==> src/rtl/rom_stream_reader.sv <==
// rom_stream_reader: walks a contiguous ROM address range and streams the returned
// words in order through a credit-limited FIFO with a valid/ready handshake.
module rom_stream_reader #(
  parameter int ADDR_W     = 11,
  parameter int DATA_W     = 16,
  parameter int LEN_W      = 12,
  parameter int FIFO_DEPTH = 4
) (
  input  logic              ickr,
  input  logic              irst,
  input  logic              istart,
  input  logic [ADDR_W-1:0] ibase,
  input  logic [LEN_W-1:0]  ilen,
  input  logic              iabort,
  output logic              obusy,
  output logic              odone,
  output logic              orom_ren,
  output logic [ADDR_W-1:0] orom_addr,
  input  logic [DATA_W-1:0] irom_dout,
  output logic              oval,
  input  logic              irdy,
  output logic [DATA_W-1:0] odata,
  output logic [ADDR_W-1:0] oaddr,
  output logic              olast
);

  localparam int PTR_W  = $clog2(FIFO_DEPTH);
  localparam int CNT_W  = PTR_W + 1;
  localparam int PEND_W = CNT_W + 1;

  typedef enum logic [1:0] {IDLE, RUN, DRAIN, ABORT} state_t;

  state_t state_q, state_d;

  logic              done_d;
  logic              load;
  logic              issue;
  logic              flush;
  logic              credit_ok;
  logic              push;
  logic              pop;
  logic              abort_wait;
  logic [ADDR_W-1:0] issue_addr;
  logic              issue_last;
  logic [ADDR_W-1:0] ptr;
  logic [LEN_W-1:0]  issue_cnt;
  logic [LEN_W-1:0]  deliv_cnt;
  logic [PEND_W-1:0] pending;

  logic              vld_p0;
  logic [ADDR_W-1:0] addr_p0;
  logic              last_p0;
  logic              vld_p1;
  logic [ADDR_W-1:0] addr_p1;
  logic              last_p1;

  logic [DATA_W-1:0] fifo_data [FIFO_DEPTH];
  logic [ADDR_W-1:0] fifo_addr [FIFO_DEPTH];
  logic              fifo_last [FIFO_DEPTH];
  logic [PTR_W-1:0]  wr_ptr;
  logic [PTR_W-1:0]  rd_ptr;
  logic [CNT_W-1:0]  count;

  // Credit is counted without the current pop so irdy never reaches the issue logic.
  assign pending    = PEND_W'(count) + PEND_W'(vld_p1) + PEND_W'(vld_p0);
  assign credit_ok  = (pending < PEND_W'(FIFO_DEPTH));
  assign issue_addr = load ? ibase : ptr;
  assign issue_last = load ? (ilen == LEN_W'(1)) : (issue_cnt == LEN_W'(1));
  assign push       = vld_p1 & ~flush;
  assign pop        = oval & irdy & ~flush;

  always_comb begin
    state_d = state_q;
    done_d  = 1'b0;
    load    = 1'b0;
    issue   = 1'b0;
    flush   = 1'b0;
    unique case (state_q)
      IDLE: begin
        if (istart) begin
          if (ilen == '0) begin
            done_d = 1'b1;
          end else begin
            load    = 1'b1;
            issue   = 1'b1;
            state_d = RUN;
          end
        end
      end
      RUN: begin
        if (iabort) begin
          flush   = 1'b1;
          state_d = ABORT;
        end else begin
          issue = credit_ok && (issue_cnt != '0);
          if ((issue_cnt == '0) || (issue && issue_cnt == LEN_W'(1))) state_d = DRAIN;
        end
      end
      DRAIN: begin
        if (iabort) begin
          flush   = 1'b1;
          state_d = ABORT;
        end else if (pop && deliv_cnt == LEN_W'(1)) begin
          done_d  = 1'b1;
          state_d = IDLE;
        end
      end
      ABORT: begin
        flush = 1'b1;
        if (abort_wait) state_d = IDLE;
      end
    endcase
  end

  always_ff @(posedge ickr) begin
    if (irst) begin
      state_q <= IDLE;
      odone   <= 1'b0;
    end else begin
      state_q <= state_d;
      odone   <= done_d;
    end
  end

  // Stage p0: read issued to the ROM; stage p1: ROM word returning on irom_dout.
  always_ff @(posedge ickr) begin
    if (irst) begin
      vld_p0     <= 1'b0;
      vld_p1     <= 1'b0;
      addr_p0    <= '0;
      ptr        <= '0;
      issue_cnt  <= '0;
      deliv_cnt  <= '0;
      abort_wait <= 1'b0;
      wr_ptr     <= '0;
      rd_ptr     <= '0;
      count      <= '0;
    end else begin
      vld_p0     <= issue;
      vld_p1     <= vld_p0 & ~flush;
      abort_wait <= (state_q == ABORT);
      if (issue) begin
        addr_p0   <= issue_addr;
        ptr       <= issue_addr + ADDR_W'(1);
        issue_cnt <= (load ? ilen : issue_cnt) - LEN_W'(1);
      end
      if (load)     deliv_cnt <= ilen;
      else if (pop) deliv_cnt <= deliv_cnt - LEN_W'(1);
      if (flush) begin
        wr_ptr <= '0;
        rd_ptr <= '0;
        count  <= '0;
      end else begin
        if (push) wr_ptr <= wr_ptr + PTR_W'(1);
        if (pop)  rd_ptr <= rd_ptr + PTR_W'(1);
        if (push && !pop)      count <= count + CNT_W'(1);
        else if (pop && !push) count <= count - CNT_W'(1);
      end
    end
  end

  always_ff @(posedge ickr) begin
    if (issue) last_p0 <= issue_last;
    addr_p1 <= addr_p0;
    last_p1 <= last_p0;
    if (push) begin
      fifo_data[wr_ptr] <= irom_dout;
      fifo_addr[wr_ptr] <= addr_p1;
      fifo_last[wr_ptr] <= last_p1;
    end
  end

  assign obusy     = (state_q != IDLE);
  assign orom_ren  = vld_p0;
  assign orom_addr = addr_p0;
  assign oval      = (count != '0);
  assign odata     = oval ? fifo_data[rd_ptr] : '0;
  assign oaddr     = oval ? fifo_addr[rd_ptr] : '0;
  assign olast     = oval & fifo_last[rd_ptr];

endmodule

==> config.mk <==
export PLATFORM = sky130hd
export DESIGN_NAME = rom_stream_reader
export DESIGN_NICKNAME = d
export VERILOG_FILES = /design/src/rtl/rom_stream_reader.sv
export SDC_FILE = /design/constraint.sdc
export NUM_CORES = 1
export LEC_CHECK = 0
export CAP_MARGIN = 30
export CORE_UTILIZATION = 28
export CTS_CLUSTER_SIZE = 10
export DETAILED_ROUTE_END_ITERATION = 6
export PLACE_DENSITY = 0.44
export SYNTH_ARGS = -nofsm -noshare
export SYNTH_HDL_FRONTEND = slang
export SYNTH_SLANG_ARGS = --single-unit
==> constraint.sdc <==
create_clock -name ickr -period 6.6 [get_ports ickr]
set_clock_uncertainty 0.1 [all_clocks]
set_input_delay 1.98 -clock ickr [delete_from_list [all_inputs] [get_ports ickr]]
set_output_delay 1.98 -clock ickr [all_outputs]
set_load 0.005 [all_outputs]
---- Word level (Yosys, flattened, before mapping) ----
Memory sizes are Yosys's and may differ from the RTL's. A register that Yosys moved wholly into a read port is not among the register bits.
Cells that the tools add are included.
storage, ports and cells
  flip-flop bits (word level) ............. 72
  memory bits (writable) .................. 112
  bits of input ports ..................... 44
  output and inout port bits .............. 43
  logic and storage cells ................. 101
  memories ................................ 3
operators by class
  add/subtract/negate cells ............... 9
  order comparisons ....................... 1
  eq/ne operators ......................... 11
  mux-type cells .......................... 37
  bitwise logic cells ..................... 6
  reductions and logical operators ........ 19
memory list
  memory     words  width  read ports  clocked after memory_dff  wr ports  line  text
  fifo_data  4      16     1           1                         1         57    logic [DATA_W-1:0] fifo_data [FIFO_DEPTH];
  fifo_addr  4      11     1           1                         1         58    logic [ADDR_W-1:0] fifo_addr [FIFO_DEPTH];
  fifo_last  4      1      1           1                         1         59    logic fifo_last [FIFO_DEPTH];
operators by type and width
  cell                   number
  $eq 12x1->1 const B    3
  $mux 12                3
  $mux 2                 13
  $logic_not 12->1       2
  $sub 12x1->12 const B  2
  $mux 11                2
  $mux 16                1
  $mux 1                 12
  $reduce_bool 12->1     1
  $add 11x1->11 const B  1
  $pmux 2 s4             1
  $mux 3                 2
  $ne 2x2->1 const B     3
  $ne 3x3->1 const B     2
  $pmux 1 s2             3
  $reduce_bool 2->1      3
  $and 1x1->1            5
  $logic_and 1x1->1      5
  $reduce_and 5->1       1
  $add 2x1->2 const B    2
  $add 3x1->4            1
  $add 4x1->4            1
  $eq 2x2->1 const B     2
  $lt 4x3->1 const B     1
  9 further kinds        11

---- Depth between registers and ports, before layout ----
  depth after elaboration ................. 9
  mapped depth ............................ 14
  mapped depth without buffers ............ 13

---- Worst setup path before layout ----
Ideal clock, no wire load.
  path type ............................... input -> register
  start point ............................. input port ilen[4]
  end point ............................... register ptr[4]
  library setup time ...................... 0.091 ns
  arrival ................................. 4.400 ns
  data required time ...................... 6.409 ns
  setup slack ............................. 2.009 ns
  cell stages on the path ................. 11
  buffers on the path ..................... 2
  cell sequence ........................... nor4_4 a41o_1 buf_2 clkbuf_1 nand2_1 nand2_1 ha_1 nand3_1 mux2_4 or3_1 a311oi_1
between the ends
  word-level cells in the longest chain between the ends .. 6
  elaborated cells between the ends (all ways) .. 7
  classes of those cells .................. 1 x add/sub; 5 x mux; 1 x reduce/logical
RTL lines
  item                     line  text
  start, declared          13    input logic [LEN_W-1:0] ilen,
  $logic_not 12->1         81    if (ilen == '0) begin
  $mux 1                   81
  $mux 1                   80    if (istart) begin
  $mux 1                   78    unique case (state_q)
  $mux 11                  67    assign issue_addr = load ? ibase : ptr;
  named net issue_addr[0]  43    logic [ADDR_W-1:0] issue_addr;
  $add 11x1->11            144   ptr <= issue_addr + ADDR_W'(1);
  end signal, assigned     144
  end, declared            45    logic [ADDR_W-1:0] ptr;
The timed path passes the listed nets, and every way through them passes these cells.
A chain may end at the register's enable or synchronous reset.

==> results.md <==
Run:
- Max-cap violations in this run came to 0.

Clocking:
- The clock passes through at most 2 buffers.
- The H-tree was split into 4 levels.
- Once the clock tree was built, the setup fixing pass inserted 0 buffers.
- The tree built by TritonCTS fans out to 186 sinks.
- The root buffer cell chosen for the clock tree is sky130_fd_sc_hd__clkbuf_16.
- After clock tree synthesis, the clock-pin slew on the worst setup and hold paths is 0.07 ns.
- TritonCTS built the clock tree.
- The number of gates resized after CTS is 0.
- Clock latency on the worst-skew pair, taken at its later pin, is 0.43 ns.
- For this design, the CTS-stage hold fixing added 0 buffers.
- Counting the buffers created by CTS gives 17.

Floorplan:
- The die is 174 um tall.
- The initial standard-cell utilization of the core is 0.286.
- The floorplan die area is 30200 sq um.
- For this design the top-level I/O count stands at 87.
- The initialized floorplan defines 62 standard-cell rows.
- The chip width is 174 um.
- After floorplanning, the core was sized to cover 28900 sq um.

Worst hold path:
- The worst min-delay path class is register to register.
- The worst hold path begins at last_p0$_DFFE_PP_.
- The worst hold path depth is 0.
- The worst hold path terminates at last_p1$_DFF_P_.

Drt:
- The DRC violation count after routing is 0.
- The routed length per placed instance is 16.8 um.
- The routed via count is 5339.
- The number of detailed-routing iterations run before antenna repair is 7.
- The number of vias per cell after detailed routing is 4.75.
- The detail route stage leaves a number of antenna-violating nets equal to 0.
- The detailed router's first-iteration violation count is 220.
- The post-detailed-routing wire length is 18.9 mm.

Timing:
- The routed design could run at a clock period as short as 4.84 ns.
- The relative max-transition margin is 0.492.
- The final hold violation count is 0.
- The fmax is 0.207 GHz.
- The final period utilization is 0.733.
- The transition at the pin with the smallest max-transition slack is 0.762 ns.
- Setup repair after global routing left no endpoint under its margin.
- Setup violations remaining at the end of the flow were counted as 0.
- The worst path setup slack after routing is 1.76 ns.
- Summed over all failing endpoints, the final setup total negative slack is 0 ns.
- The total count of max-transition violations in the final report was 0.

Finish:
- The most common cell after layout, fill and taps aside is sky130_fd_sc_hd__edfxtp_1.
- The antenna cell count is 0.
- The end-of-flow core utilization is 0.351.
- The library cells used most frequently in the layout, excluding fill and tap cells, are sky130_fd_sc_hd__edfxtp_1 (113), sky130_fd_sc_hd__clkdlybuf4s50_1 (85), sky130_fd_sc_hd__dfxtp_1 (72).
- The number of filler instances in the final layout is 2871.
- The final-stage net count is 788.
- In the final layout, the share of cells above drive strength 1 is 0.136.
- The area growth from synthesis to layout is 22.7%.

Synth:
- The share of synthesized area in the top cell type comes to 0.411.
- Counting flops with a built-in enable in the synthesized netlist gives 113.
- After synthesis the netlist holds a flip-flop and latch count of 186.
- During synthesis, Yosys emitted a total of 0 warnings.
- In this run the mean area of a mapped cell was 12.9 sq um.
- By area the synthesized netlist is led by sky130_fd_sc_hd__edfxtp_1 (41%), sky130_fd_sc_hd__dfxtp_1 (18%), sky130_fd_sc_hd__mux4_2 (7.6%), sky130_fd_sc_hd__nor2_1 (2.9%), sky130_fd_sc_hd__xnor2_1 (2.8%).
- The total nets after synthesis is 702.
- The most instantiated flip-flop cell in the synthesis netlist is sky130_fd_sc_hd__edfxtp_1.
- In the synthesized netlist the async set-or-reset flop fraction comes to 0.
- The summed instance area of the synthesized netlist is 8260 sq um.
- The biggest area consumer among synthesized cells is sky130_fd_sc_hd__edfxtp_1.
- Counting distinct cell types in the post-synthesis netlist gives 69.
- Synthesis produced a netlist whose cell count is 642.
- For this run, the register share of the synthesized area comes to 0.588.

GRT:
- The number of antenna violations at the first check in global routing came to 0.
- The overall track demand over capacity in global routing is 0.131.
- The global-route wire length before repair is 30.6 mm.
- The via count of the first global-routing pass was 5561.
- The pin count of the biggest net entering global routing is 54.
- The global-route congestion overflow total is 0.

Critical path:
- The worst path required time is 4.52 ns.
- The slowest stage of the critical path belongs to the cell sky130_fd_sc_hd__dfxtp_2.
- The number of cells on the worst reg-to-reg path is 11.
- The reg-to-reg setup timing slack is 3.20 ns.
- In this design, the stage delay of the slowest critical-path cell is 0.71 ns.
- The worst setup path is captured at an output port.
- The launching point of the worst reg2reg path is state_q[0]$_SDFFE_PP0P_.
- STA puts the critical path data arrival time at 2.76 ns.
- The signal on the critical path passes through buf_4 > mux4_2 > and2_1 > clkdlybuf4s50_1.
- In this run the worst path has a maximum fanout of 15.
- STA classifies the critical path startpoint as a register.
- The worst setup path category is register to output port.
- The capturing point of the worst reg2reg path is ptr[4]$_SDFFE_PP0P_.

Place:
- The weighted congestion at the end of routability-driven global placement is 0.776.
- The total of buffers placed on input and output ports is 86.
- The minimum setup slack after placement is 1.41 ns.
- Detailed placement finished with a half-perimeter wire length of 12.7 mm.

Status:
- The flow ran to the end, and the final reports show no timing, DRC or antenna violations.

Pwr:
- Overall power consumption after layout is estimated at 3.99 mW.
- The power per unit of standard cell area is 394 nW/um^2.
- The leakage power is 3.34 nW.
- The maximum vdd drop is 183 uV.
-- state kept, by name, indices dropped and copies added (netlist names), 2 cells and up, named ones only --
name	cells
fifo_data	64
fifo_addr	44
deliv_cnt	12
issue_cnt	12
addr_p1	11
orom_addr	11
ptr	11
fifo_last	4
count	3
rd_ptr	2
state_q	2
wr_ptr	2
-- synthesized netlist by cell type, types with 4 or more instances --
cell type                  instances
sky130_fd_sc_hd__xor2_1           26
sky130_fd_sc_hd__dfxtp_1          73
sky130_fd_sc_hd__mux4_2           28
sky130_fd_sc_hd__nor4_1            9
sky130_fd_sc_hd__or3_1             6
sky130_fd_sc_hd__o21ai_1           5
sky130_fd_sc_hd__nor2_1           64
sky130_fd_sc_hd__inv_1            18
sky130_fd_sc_hd__nand2_1          42
sky130_fd_sc_hd__nand3_1          13
sky130_fd_sc_hd__nor3_2            4
sky130_fd_sc_hd__or4_1             5
sky130_fd_sc_hd__a211oi_1         27
sky130_fd_sc_hd__or2_2             4
sky130_fd_sc_hd__clkbuf_1         16
sky130_fd_sc_hd__ha_1             15
sky130_fd_sc_hd__edfxtp_1        113
sky130_fd_sc_hd__a21oi_1          14
sky130_fd_sc_hd__nor3_1           11
sky130_fd_sc_hd__a311oi_1         12
sky130_fd_sc_hd__and2_1           35
sky130_fd_sc_hd__xnor2_1          26
sky130_fd_sc_hd__buf_2             8
-- power breakdown --
group          total, mW  internal, mW  switching (mW)
logic               1.35         0.679           0.674
registers           1.63          1.44           0.187
clock network       1.01         0.511           0.499
total               3.99          2.63            1.36
-- routing by layer --
metal / routed length, um / part of all wire / up-vias / GRT usage
met4: 268 / 0.014 / 0 / 0.0450
li1: - / - / 2569 / -
met1: 8880 / 0.47 / 2645 / 0.171
met2: 9100 / 0.48 / 104 / 0.217
met5: 0 / 0 / - / 0
met3: 654 / 0.035 / 21 / 0.0254
-- how the worst max path moves through the flow --
| stage | endpoint | start | slack [ns] |
|---|---|---|---|
| 2_1_floorplan | ptr[4]$_SDFFE_PP0P_ | ilen[4] | 2.01 |
| 3_3_place_gp | ptr[4]$_SDFFE_PP0P_ | ilen[3] | 1.58 |
| 3_5_place_dp | ptr[4]$_SDFFE_PP0P_ | ilen[7] | 1.41 |
| 4_1_cts | oaddr[10] | register | 1.64 |
| 5_1_grt | oaddr[10] | register | 1.54 |
| 6_report | oaddr[10] | register | 1.76 |
-- layout make-up --
type | count | area [sq um] | share of cell area
Clock buffer | 17 | 425 | 0.0420
Sequential cell | 186 | 4860 | 0.479
Multi-Input combinational cell | 408 | 3200 | 0.316
Inverter | 19 | 71.3 | 0.00704
Timing Repair Buffer | 96 | 931 | 0.0919
Tap cell | 384 | 480 | 0.0474
Clock inverter | 15 | 168 | 0.0165
-- stage by stage --
stage	instances	hold slack (ns)	cell area, sq um
2_1_floorplan	642	0.223	8260
3_3_place_gp	1093	0.237	9540
3_5_place_dp	1093	0.231	9540
4_1_cts	1125	0.253	10100
5_1_grt	1125	0.263	10100
6_report	1125	0.251	10100
-- cell families after synthesis --
| kind of cell | synth area share |
|---|---|
| compound gates | 0.0886 |
| simple gates | 0.137 |
| buf+inv | 0.0244 |
| flops | 0.588 |
| fa+ha+maj | 0.0252 |
| xor+xnor | 0.0552 |
| mux | 0.0818 |
-- worst max-delay path: cells and delay by family, from the launching register on --
kind	cells	cell delay (ns)
flops	1	0.71
simple gates	1	0.17
mux	1	0.53
buf+inv	2	0.91
Note: power is estimated with default switching activity, not from simulation.
